## src/rtl/ram_arb_pkg.sv

```systemverilog
// Shared types for the two-requester RAM arbiter.
package ram_arb_pkg;

  localparam int NUM_REQ = 2;

  typedef enum logic {
    INIT = 1'b0,
    RUN  = 1'b1
  } arb_state_t;

  // Requester index (0 or 1).
  typedef logic [$clog2(NUM_REQ)-1:0] req_id_t;

endpackage

```

## src/rtl/ram_arbiter_2p_rr_arb2.sv

```systemverilog
// Two-way round-robin grant. This block is purely combinational; the pointer lives in the parent.
module rr_arb2
  import ram_arb_pkg::*;
(
  input  logic [NUM_REQ-1:0] valid_i,
  input  req_id_t            ptr_i,
  output logic [NUM_REQ-1:0] gnt_o,
  output req_id_t            gnt_idx_o
);

  // A lone requester always wins. On a tie, the requester named by ptr_i wins.
  always_comb begin
    gnt_o     = '0;
    gnt_idx_o = '0;
    unique case (valid_i)
      2'b01: begin
        gnt_o     = 2'b01;
        gnt_idx_o = 1'b0;
      end
      2'b10: begin
        gnt_o     = 2'b10;
        gnt_idx_o = 1'b1;
      end
      2'b11: begin
        gnt_o     = ptr_i ? 2'b10 : 2'b01;
        gnt_idx_o = ptr_i;
      end
      default: ;
    endcase
  end

endmodule

```

## src/rtl/ram_arbiter_2p.sv

```systemverilog
// Shares one single-port synchronous RAM between two requesters.
// After reset it zero-fills the RAM, then grants requests round-robin.
// Each read response goes back to the requester that issued the read.
module ram_arbiter_2p
  import ram_arb_pkg::*;
#(
  parameter int ADDR_WIDTH = 4,
  parameter int DATA_WIDTH = 8
) (
  input  logic                          clk,
  input  logic                          rst_n,
  input  logic [1:0]                    req_valid,
  output logic [1:0]                    req_ready,
  input  logic [1:0]                    req_we,
  input  logic [2*ADDR_WIDTH-1:0]       req_addr,
  input  logic [2*DATA_WIDTH-1:0]       req_wdata,
  output logic [1:0]                    rsp_valid,
  output logic [DATA_WIDTH-1:0]         rsp_rdata,
  output logic                          init_done,
  output logic                          ram_we,
  output logic [ADDR_WIDTH-1:0]         ram_addr,
  output logic [DATA_WIDTH-1:0]         ram_din,
  input  logic [DATA_WIDTH-1:0]         ram_dout
);

  localparam int DEPTH = 2 ** ADDR_WIDTH;
  localparam logic [ADDR_WIDTH-1:0] LAST_ADDR = ADDR_WIDTH'(DEPTH - 1);

  arb_state_t                    state_q, state_d;
  logic [ADDR_WIDTH-1:0]         init_cnt_q, init_cnt_d;
  req_id_t                       rr_ptr_q, rr_ptr_d;
  logic [NUM_REQ-1:0]            rsp_valid_q, rsp_valid_d;
  logic                          init_done_q, init_done_d;
  logic [ADDR_WIDTH-1:0]         last_addr_q, last_addr_d;

  // Per-requester views of the packed request buses.
  logic [NUM_REQ-1:0][ADDR_WIDTH-1:0] addr_v;
  logic [NUM_REQ-1:0][DATA_WIDTH-1:0] wdata_v;
  assign addr_v  = req_addr;
  assign wdata_v = req_wdata;

  // Requests are invisible to the arbiter until the init sweep is done.
  logic [NUM_REQ-1:0] arb_valid;
  logic [NUM_REQ-1:0] gnt;
  req_id_t            gnt_idx;
  assign arb_valid = (state_q == RUN) ? req_valid : '0;

  rr_arb2 u_rr_arb2 (
    .valid_i   (arb_valid),
    .ptr_i     (rr_ptr_q),
    .gnt_o     (gnt),
    .gnt_idx_o (gnt_idx)
  );

  // Read data returns straight from the RAM. rsp_valid marks which requester owns it.
  assign rsp_rdata = ram_dout;
  assign rsp_valid = rsp_valid_q;
  assign init_done = init_done_q;

  // Next-state logic and RAM-side outputs for the init sweep and run phases.
  always_comb begin
    state_d     = state_q;
    init_cnt_d  = init_cnt_q;
    rr_ptr_d    = rr_ptr_q;
    rsp_valid_d = '0;
    init_done_d = init_done_q;
    last_addr_d = last_addr_q;
    req_ready   = '0;
    ram_we      = 1'b0;
    ram_addr    = last_addr_q;
    ram_din     = '0;
    unique case (state_q)
      INIT: begin
        ram_we   = 1'b1;
        ram_addr = init_cnt_q;
        if (init_cnt_q == LAST_ADDR) begin
          state_d     = RUN;
          init_done_d = 1'b1;
        end else begin
          init_cnt_d = init_cnt_q + 1'b1;
        end
      end
      RUN: begin
        req_ready = gnt;
        if (|gnt) begin
          ram_we      = req_we[gnt_idx];
          ram_addr    = addr_v[gnt_idx];
          ram_din     = wdata_v[gnt_idx];
          last_addr_d = addr_v[gnt_idx];
          rr_ptr_d    = ~gnt_idx;
          // Reads get a response on the next cycle. Writes get none.
          rsp_valid_d = gnt & ~req_we;
        end
      end
      default: ;
    endcase
  end

  // State registers. A reset drops any pending response and restarts the sweep.
  always_ff @(posedge clk or negedge rst_n) begin
    if (!rst_n) begin
      state_q     <= INIT;
      init_cnt_q  <= '0;
      rr_ptr_q    <= '0;
      rsp_valid_q <= '0;
      init_done_q <= 1'b0;
      last_addr_q <= '0;
    end else begin
      state_q     <= state_d;
      init_cnt_q  <= init_cnt_d;
      rr_ptr_q    <= rr_ptr_d;
      rsp_valid_q <= rsp_valid_d;
      init_done_q <= init_done_d;
      last_addr_q <= last_addr_d;
    end
  end

endmodule

```

## config.mk

```make
export PLATFORM = sky130hd
export DESIGN_NAME = ram_arbiter_2p
export DESIGN_NICKNAME = d
export VERILOG_FILES = /design/src/rtl/ram_arb_pkg.sv /design/src/rtl/ram_arbiter_2p_rr_arb2.sv /design/src/rtl/ram_arbiter_2p.sv
export SDC_FILE = /design/constraint.sdc
export NUM_CORES = 1
export LEC_CHECK = 0
export BUFFER_PORTS_ARGS = -buffer_cell sky130_fd_sc_hd__clkbuf_2
export CAP_MARGIN = 5
export CELL_PAD_IN_SITES_DETAIL_PLACEMENT = 2
export CELL_PAD_IN_SITES_GLOBAL_PLACEMENT = 2
export CORE_ASPECT_RATIO = 0.5
export CORE_MARGIN = 2
export CORE_UTILIZATION = 22
export DETAILED_ROUTE_END_ITERATION = 6
export GPL_TIMING_DRIVEN = 0
export HOLD_SLACK_MARGIN = 0.03
export PLACE_DENSITY_LB_ADDON = 0.25
export SETUP_SLACK_MARGIN = 0.15
export SYNTH_ARGS = -nofsm -noshare
export SYNTH_HDL_FRONTEND = slang
export SYNTH_HIERARCHICAL = 1
export SYNTH_SLANG_ARGS = --single-unit
```

## constraint.sdc

```tcl
create_clock -name clk -period 2.1 [get_ports clk]
set_input_delay 0.21 -clock clk [delete_from_list [all_inputs] [get_ports clk]]
set_output_delay 0.21 -clock clk [all_outputs]
set_load 0.02 [all_outputs]
```

==> flow_summary.yaml, run 1 <==
power_and_ir_drop:
  maximum_vdd_ir_drop_mv: 0.157
  total_power_uw: 886
  power.density_cell_area_mw_per_mm2: 583
  power.leakage_nw: 0.776
worst_setup_path:
  critical_path_required_ns: 1.89
  cp-end-kind: "output pin"
  cp_data_arrival_time_ns: 1.85
  slowest_stage_cell_crit_path: "or4bb_1"
  cp_slowest_stage_delay_ns: 0.53
  critPathBufInv: 2
  critical_path.startpoint_type: "register"
  delay_heaviest_family_cp: "simple AND/OR/NAND/NOR gates"
  critical_path_class: "reg2out"
  cp_cell_sequence: "buf_6, and2_4, a21boi_4, or4bb_1, o211ai_2, clkbuf_8"
  cp_max_fanout: 3
global_route:
  first_global_vias: 1101
  antenna_found_initial: 0
  globalRouteTotalUtil: 0.127
  grt_first_pass_wirelength_um: 5060
  largest_net_degree_at_the_start_of_global_routing: 14
  gr-total-overflow: 0
floorplanning:
  fp.dieArea_sq_mm: 0.00498
  fp.dieH_um: 50.9
  effective_utilization_at_floorplan: 0.238
  die_x_um: 97.8
  rows: 16
  design.core.area_sq_mm: 0.00406
  top_level_ports: 64
synth:
  synth.top_cells.by_area: "dfrtp_1, mux2i_1, buf_4"
  syn_inst: 94
  synth_cell_type_count: 26
  syn_nets: 133
  synth_top_flop_cell: "dfrtp_1"
  synth_area_leader_cell: "dfrtp_1"
  synth_async_sr_flop_share: 1.00
  synth_largest_type_area_fraction: 0.336
  syn_area_sq_um: 967
  synth_edf_count: 0
  synth_seq_cells: 13
  synth-warning-count: 6
  synth-seq-area-share: 0.336
  synth_area_per_cell_sq_um: 10.3
final_layout:
  final_net_count: 204
  syn_to_final_growth_pct: 56.9
  ant_diodes: 0
  layout.filler_cells: 479
  post_route_cells_drive_above_1_share: 0.591
detailed_routing:
  post-route-drc-count: 0
  ant_nets: 0
  routed_via_density: 4.45
  first_pass_iters: 4
  drt_wl_total_um: 2930
  via_count: 971
  drt_first_iter_violations: 24
  routed_wire_length_per_instance_um: 13.4
timing:
  count_of_final_max_slew_check_failures: 0
  timing_hold_violations_final: 0
  setup-violations-final: 0
  worstMarginPinSlew_ns: 0.348
  timing.clock.skew_ns: 0.00268
  grt_setup_unrepaired: "true"
  timing.final.crit_period_ns: 2.06
  max_slew_margin: 0.768
  fmax_ghz: 0.485
  totalNegativeSetupSlack_ns: 0
  final_cycle_utilization_of_the_critical_path: 0.981
status:
  status: "completed"
clocking:
  clock_insertion_delay_worst_skew_ns: 0.24
  clkSlewWorstSetupHoldPaths_ns: 0.06
  cts_tree: "done"
  cts_root_buf: "clkbuf_8"
  cts_num_sinks: 13
  cts_buffer_depth: 2
  cts_htree_levels: 1
  numCtsBuffers: 3
placed_design:
  place.gp.congestion: 0.671
  io_buffers: 55
  place.detailed.hpwl_um: 2220
run:
  maxCapViolations: 0
hold_path:
  worst_hold_path_type: "in2reg"
[routing by layer]
metal | GRT usage | share of wire
met5 | 0 | 0
met4 | 0.0278 | 0.0034
met3 | 0.0287 | 0.077
met2 | 0.251 | 0.51
met1 | 0.143 | 0.41
[cell usage in the layout (no fill, tap or decap), types with 2 or more instances in the layout]
cell type,synthesis,layout
clkbuf_2,0,45
nor2_1,9,9
mux2_2,2,2
nand2b_1,6,6
o211ai_2,2,2
clkbuf_8,0,4
buf_6,2,2
nand4bb_1,3,3
a21boi_4,0,2
inv_1,7,7
dfrtp_1,13,12
nor2b_1,3,3
mux2i_2,0,4
o211ai_1,2,2
buf_4,10,21
and2_4,0,2
mux2i_1,18,14
buf_2,0,7
[worst paths after layout]
kind	from	endpoint	slack, ns	depth (start not counted)
max	state_q	ram_addr[1]	0.04	6
min	req_we[1]	rsp_valid[1]	0.12	2
max reg2reg	state_q	last_addr_q[2]	0.16	11
min reg2reg	init_done	init_done	0.48	1
max in group asynchronous	rst_n	state_q	1.42	2
min in group asynchronous	rst_n	last_addr_q[2]	0.40	2
[worst register-to-register path: cells and delay by family, from the launching register on]
kind / cells / cell delay, ns
simple gates: 1 / 0.14
compound gates: 1 / 0.12
buf+inv: 7 / 0.93
mux: 2 / 0.28
flops: 1 / 0.40
[flip-flops by register name, summed over array words and instances (netlist names)]
signal and cells:
init_cnt_q 4, last_addr_q 4, rr_ptr_q 1, rsp_valid 2, init_done 1, state_q 1
[where the power goes]
group | total, mW | internal [mW] | switching, mW
sequential | 0.287 | 0.272 | 0.0148
clock | 0.229 | 0.134 | 0.0951
combinational | 0.369 | 0.179 | 0.190
[layout make-up]
type / instances / area [sq um] / area share
timing repair buffer: 66 / 374 / 0.246
tap: 54 / 67.6 / 0.0445
sequential: 13 / 327 / 0.215
multi-input combinational: 62 / 568 / 0.374
buffer: 12 / 110 / 0.0725
clock buffer: 4 / 45.0 / 0.0297
inverter: 7 / 26.3 / 0.0173
[timing repair]
action,in CTS,in global routing
pin swaps,3,0
hold buffers,1,0
setup endpoints to repair,16,14
gates resized for setup,14,14
hold endpoints to repair,13,0
buffers inserted,10,0
[synth_stat cells (all sizes together) (2+ instances only)]
master / n
o21ai: 2
inv: 7
dfrtp: 13
buf: 12
nor2b: 3
nor2: 9
nand2b: 6
o211ai: 4
mux2i: 18
mux2: 3
nand4bb: 3
a21boi: 3
and2: 4
[per-stage QoR]
step	instance area (sq um)	hold slack [ns]	std cells	utilization	setup WS (ns)
global route	1520	0.131	218	0.373	-0.0406
finish	1520	0.125	218	0.373	0.0400
floorplan	967	-0.0856	94	-	0.166
CTS	1500	0.123	218	0.369	0.0213
global placement	1310	0.131	203	0.322	-0.291
detailed placement	1310	0.132	203	0.322	-0.293
[cells by family after synthesis]
logic type / share of synthesized area
AND/OR/NAND/NOR: 0.195
multiplexers: 0.225
buffers and inverters: 0.128
flip-flops: 0.336
AO/OA/AOI/OAI: 0.0931
XOR/XNOR: 0.00906
adder cells (fa/ha/maj): 0.0129
Power figures use the tool's default switching activity.
==> run 2: changes to the inputs <==
--- a/config.mk
+++ b/config.mk
@@ -10,11 +10,11 @@
 export CELL_PAD_IN_SITES_DETAIL_PLACEMENT = 2
 export CELL_PAD_IN_SITES_GLOBAL_PLACEMENT = 2
 export CORE_ASPECT_RATIO = 0.5
-export CORE_MARGIN = 2
 export CORE_UTILIZATION = 22
+export CTS_CLUSTER_SIZE = 20
 export DETAILED_ROUTE_END_ITERATION = 6
 export GPL_TIMING_DRIVEN = 0
-export HOLD_SLACK_MARGIN = 0.03
+export HOLD_SLACK_MARGIN = 0.08
 export PLACE_DENSITY_LB_ADDON = 0.25
 export SETUP_SLACK_MARGIN = 0.15
 export SYNTH_ARGS = -nofsm -noshare
==> run 2 against run 1 <==
Clock power up 3%. Die area is 5.9% lower. Utilization up 1.2 points. Via count fell by 0.10%. Combinational power grew 6.5%. Register-to-register slack better by 0.37 ns. Cell count stayed put. First-iteration DRC count increased by 46%. Total power increased by 3.3%. Fmax is 1.4% lower. Critical path type unchanged. Clock-buffer cell count unchanged.
==> flow_summary.yaml, run 2 (synthesis gave the netlist of run 1 again) <==
timing:
  timing.clock.skew_ns: 0.00277
  max_slew_margin: 0.764
  count_of_final_max_slew_check_failures: 0
  timing.final.crit_period_ns: 2.09
  fmax_ghz: 0.479
  setup-violations-final: 0
  final_cycle_utilization_of_the_critical_path: 0.995
  timing_hold_violations_final: 0
  worstMarginPinSlew_ns: 0.354
  grt_setup_unrepaired: "true"
worst_setup_path:
  cp_cell_sequence: "buf_6, and2_4, a21boi_4, or4bb_1, o211ai_2, clkbuf_8"
  cp-end-kind: "output pin"
  cp_max_fanout: 4
  slowest_stage_cell_crit_path: "or4bb_1"
  cp_data_arrival_time_ns: 1.88
  critical_path_required_ns: 1.89
  register_to_register_path_setup_slack_ns: 0.53
  critical_path_class: "reg2out"
  cp_slowest_stage_delay_ns: 0.52
  critical_path.startpoint_type: "register"
detailed_routing:
  routed_via_density: 4.45
  ant_nets: 0
  routed_wire_length_per_instance_um: 14.6
  via_count: 970
  drt_wl_total_um: 3170
  post-route-drc-count: 0
  first_pass_iters: 4
  drt_first_iter_violations: 35
hold_path:
  worst_hold_path_type: "in2reg"
placed_design:
  dp_cells: 203
  place.gp.congestion: 0.647
  place.detailed.hpwl_um: 2220
  io_buffers: 55
global_route:
  largest_net_degree_at_the_start_of_global_routing: 14
  first_global_vias: 996
  gr-total-overflow: 0
  antenna_found_initial: 0
  globalRouteTotalUtil: 0.142
  grt_first_pass_wirelength_um: 4920
floorplanning:
  fp.dieArea_sq_mm: 0.00468
  die_x_um: 95.8
  design.core.area_sq_mm: 0.00406
  rows: 16
  top_level_ports: 64
  fp.dieH_um: 48.9
  effective_utilization_at_floorplan: 0.238
final_layout:
  final_net_count: 204
  ant_diodes: 0
  commonest_non_fill_non_tap_cells_in_the_layout: "clkbuf_2, buf_4, mux2i_1"
  post_layout_nonfiller_instances: 218
  post_route_cells_drive_above_1_share: 0.598
  syn_to_final_growth_pct: 61.8
  layout_commonest_cell: "clkbuf_2"
  layout.filler_cells: 461
power_and_ir_drop:
  power.leakage_nw: 0.788
  maximum_vdd_ir_drop_mv: 0.201
  power.density_cell_area_mw_per_mm2: 584
  total_power_uw: 915
clocking:
  cts_tree: "done"
  clkSlewWorstSetupHoldPaths_ns: 0.06
  cts_buffer_depth: 2
  clock_insertion_delay_worst_skew_ns: 0.25
  cts_htree_levels: 1
  cts_num_sinks: 13
  numCtsBuffers: 3
  cts_root_buf: "clkbuf_8"
run:
  maxCapViolations: 0
status:
  status: "completed"
run 2: timing repair:
action / in CTS / in global routing
hold buffers: 1 / 0
hold endpoints to repair: 13 / 0
pin swaps: 3 / 3
setup endpoints to repair: 20 / 13
resized for setup: 15 / 21
gates cloned: 0 / 1
buffers inserted: 8 / 1
run 2: cell type report:
cell class | instances | area (sq um) | area share
plain buffers | 12 | 114 | 0.0727
clock buffers | 4 | 45.0 | 0.0288
inverters | 7 | 26.3 | 0.0168
multi-input cells | 62 | 589 | 0.376
flip-flops and latches | 13 | 327 | 0.209
well taps | 54 | 67.6 | 0.0432
repair buffers | 66 | 397 | 0.253
run 2: path summary, 6_finish.rpt:
check / from / endpoint / depth (start not counted)
max in group asynchronous: rst_n / state_q / 2
min in group asynchronous: rst_n / rsp_valid[1] / 2
min reg2reg: init_done / init_done / 1
min: req_we[1] / rsp_valid[1] / 2
max reg2reg: state_q / last_addr_q[3] / 7
max: state_q / ram_addr[1] / 6
run 2: metrics by stage:
stage | util | TNS, ns | instance area [sq um] | worst slack (ns) | hold WS (ns)
2_1_floorplan | - | 0 | 967 | 0.166 | -0.0856
3_3_place_gp | 0.322 | -2.57 | 1310 | -0.289 | 0.136
3_5_place_dp | 0.322 | -2.86 | 1310 | -0.302 | 0.146
4_1_cts | 0.366 | 0 | 1490 | 0.00625 | 0.129
5_1_grt | 0.385 | -0.349 | 1570 | -0.0570 | 0.131
6_report | 0.385 | 0 | 1570 | 0.0104 | 0.122
run 2: power breakdown:
| group | switching [mW] | total [mW] | internal, mW |
|---|---|---|---|
| logic | 0.200 | 0.393 | 0.193 |
| clock network | 0.101 | 0.235 | 0.134 |
| registers | 0.0148 | 0.287 | 0.272 |
run 2: worst max-delay path: cells and delay by family, from the launching register on:
family / cells / cell delay [ns]
AO/OA/AOI/OAI: 2 / 0.24
buffers and inverters: 2 / 0.30
flip-flops: 1 / 0.43
AND/OR/NAND/NOR: 2 / 0.66
run 2: layer usage:
layer,up-vias,global-route usage,share of wire
li1,453,-,-
met1,472,0.152,0.39
met2,43,0.269,0.52
met3,2,0.0452,0.080
met4,0,0.0373,0.0066
met5,-,0,0
==> run 3: changes to the inputs <==
--- a/config.mk
+++ b/config.mk
@@ -19,5 +19,4 @@
 export SETUP_SLACK_MARGIN = 0.15
 export SYNTH_ARGS = -nofsm -noshare
 export SYNTH_HDL_FRONTEND = slang
-export SYNTH_HIERARCHICAL = 1
 export SYNTH_SLANG_ARGS = --single-unit
==> run 3 against run 2 <==
Global-route usage increased by 0.44 points. Clock power barely moved. Sequential power decreased by 5%. Clock skew rose by 0.00061 ns. Design area shrank 11%. Largest cell class unchanged. Largest power group unchanged.
==> flow_summary.yaml, run 3 <==
worst_setup_path:
  reg2regPathDepth: 3
  critical_path_required_ns: 1.89
  worstSetupEndpoint: "ram_din[6]"
  cp_max_fanout: 10
  cp-end-kind: "output pin"
  r2r-start: "init_cnt_q[0]"
  cp-startpoint: "state_q"
  register_to_register_path_setup_slack_ns: 0.62
  worst-path-stages: 6
  cp_cell_sequence: "buf_4, nand2_2, buf_2, o21ai_2, a21oi_2, clkbuf_2"
  critical_path.startpoint_type: "register"
  slowest_stage_cell_crit_path: "dfrtp_1"
  timing.rr.end: "init_cnt_q[1]"
  delay_heaviest_family_cp: "buffers and inverters"
  cp_slowest_stage_delay_ns: 0.36
  critical_path_class: "reg2out"
  critPathBufInv: 3
  cp_data_arrival_time_ns: 1.60
timing:
  timing.clock.skew_ns: 0.00339
  count_of_final_max_slew_check_failures: 0
  final_cycle_utilization_of_the_critical_path: 0.862
  worstMarginPinSlew_ns: 0.353
  totalNegativeSetupSlack_ns: 0
  timing.final.crit_period_ns: 1.81
  setup-violations-final: 0
  fmax_ghz: 0.552
  timing_hold_violations_final: 0
  finalWorstSetupSlack_ns: 0.290
  max_slew_margin: 0.765
  hold_ws_ns: 0.125
  grt_setup_unrepaired: "false"
global_route:
  global_route.usage.met3: 0.0383
  gr-max-usage-layer: "met2"
  global_route.usage.met2: 0.264
  grt_first_pass_wirelength_um: 5580
  antenna_found_initial: 0
  gr-total-overflow: 0
  first_global_vias: 1169
  globalRouteTotalUtil: 0.147
  global_route.usage.met1: 0.176
  largest_net_degree_at_the_start_of_global_routing: 14
detailed_routing:
  routed_via_density: 4.76
  ant_nets: 0
  routed_wire_length_per_instance_um: 14.8
  post-route-drc-count: 0
  drt_first_iter_violations: 37
  first_pass_iters: 4
  via_count: 1072
  drt_wl_total_um: 3320
final_layout:
  commonest_non_fill_non_tap_cells_in_the_layout: "clkbuf_2, nand3_1, dfrtp_1"
  final_net_count: 211
  layout_commonest_cell: "clkbuf_2"
  layout.filler_cells: 487
  syn_to_final_growth_pct: 40.2
  multi_input_area_sq_um: 528
  ant_diodes: 0
  total_area_of_sequential_cells_sq_um: 325
  post_route_cells_drive_above_1_share: 0.585
synth:
  synth_area_per_cell_sq_um: 8.94
  synth_edf_count: 0
  synth_cell_type_count: 32
  synth_top_flop_cell: "dfrtp_1"
  synth_top_family_by_area: "compound AO/OA/AOI/OAI gates"
  syn_nets: 150
  synth-compound-area-share: 0.282
  synthMostInstantiatedCell: "nand3_1"
  yosys.area_share.simple: 0.217
  synth_largest_type_area_fraction: 0.328
  synth.top_cells.by_area: "dfrtp_1, nand3_1, a21oi_2"
  synth-warning-count: 0
  synth_async_sr_flop_share: 1.00
  yosys.area_share.xor_xnor: 0.00883
  synth_top_cells_by_count: "nand3_1, dfrtp_1, a21oi_2, buf_4, o21ai_2"
  muxShareOfSynthArea: 0.0113
  synth_seq_cells: 13
  syn_inst: 111
  synth_fa_ha_area_frac: 0.0126
  syn_area_sq_um: 992
  synth-seq-area-share: 0.328
  synth_area_leader_cell: "dfrtp_1"
floorplanning:
  design.core.area_sq_mm: 0.00410
  rows: 16
  top_level_ports: 64
  fp.dieArea_sq_mm: 0.00480
  die_x_um: 97.0
  effective_utilization_at_floorplan: 0.242
  fp.dieH_um: 49.5
placed_design:
  place.detailed.hpwl_um: 2600
  place_worst_setup_slack_ns: 0.557
  io_buffers: 55
  place.gp.congestion: 0.694
hold_path:
  worst_hold_path_type: "in2reg"
run:
  maxCapViolations: 0
clocking:
  cts-hold-fix-buffers: 1
  cts_root_buf: "clkbuf_8"
  post_cts.resized_instances: 0
  numCtsBuffers: 3
  cts_num_sinks: 13
  clock_insertion_delay_worst_skew_ns: 0.25
  clkSlewWorstSetupHoldPaths_ns: 0.06
  post_cts.repair.setup_buffers: 0
  cts_tree: "done"
  cts_buffer_depth: 2
  cts_htree_levels: 1
power_and_ir_drop:
  power.density_cell_area_mw_per_mm2: 568
  maximum_vdd_ir_drop_mv: 0.165
  power.leakage_nw: 0.672
status:
  status: "completed"
run 3: area by class of cell:
cell class	instances	share of cell area
well taps	54	0.0486
clock inverters	1	0.00360
flip-flops and latches	13	0.234
multi-input cells	78	0.379
repair buffers	56	0.205
inverters	4	0.0108
clock buffers	3	0.0297
plain buffers	16	0.0890
run 3: cell families after synthesis:
| family | Yosys count |
|---|---|
| AND/OR/NAND/NOR | 41 |
| flip-flops | 13 |
| multiplexers | 1 |
| XOR/XNOR | 1 |
| AO/OA/AOI/OAI | 34 |
| adder cells (fa/ha/maj) | 1 |
| buffers and inverters | 20 |
run 3: per-layer routing:
layer / routed length [um] / share of wire
met3: 206 / 0.062
met2: 1600 / 0.48
met4: 11 / 0.0033
met5: 0 / 0
met1: 1500 / 0.45
run 3: how the worst min path moves through the flow:
| stage | from | to | slack [ns] | cells past startpoint |
|---|---|---|---|---|
| final | req_we[0] | rsp_valid[0] | 0.13 | 2 |
| after global routing | req_we[0] | rsp_valid[0] | 0.12 | 2 |
| after CTS | req_we[0] | rsp_valid[0] | 0.13 | 2 |
| after detailed placement | rst_n | init_cnt_q[3] | 0.14 | 1 |
| after global placement | rst_n | init_done | 0.13 | 1 |
| after floorplan | rst_n | init_cnt_q[0] | -0.09 | 0 |
run 3: where the power goes:
group / leakage [nW] / switching (mW) / internal (mW)
Clock: 0.0255 / 0.102 / 0.131
Sequential: 0.138 / 0.00863 / 0.265
Combinational: 0.508 / 0.163 / 0.119
run 3: worst reg2reg max path, cell delays in order (launching register included):
cell     delay, ns
dfrtp_1       0.43
ha_1          0.29
a31oi_2       0.29
mux2_2        0.36
run 3: per-stage QoR:
stage                      util  power, mW  instance area (sq um)  cells
after floorplan               -      0.461                    992    111
after global placement    0.325      0.556                   1340    220
after detailed placement  0.325      0.564                   1340    220
after CTS                 0.339      0.801                   1390    225
after global routing      0.339      0.837                   1390    225
final                     0.339      0.790                   1390    225
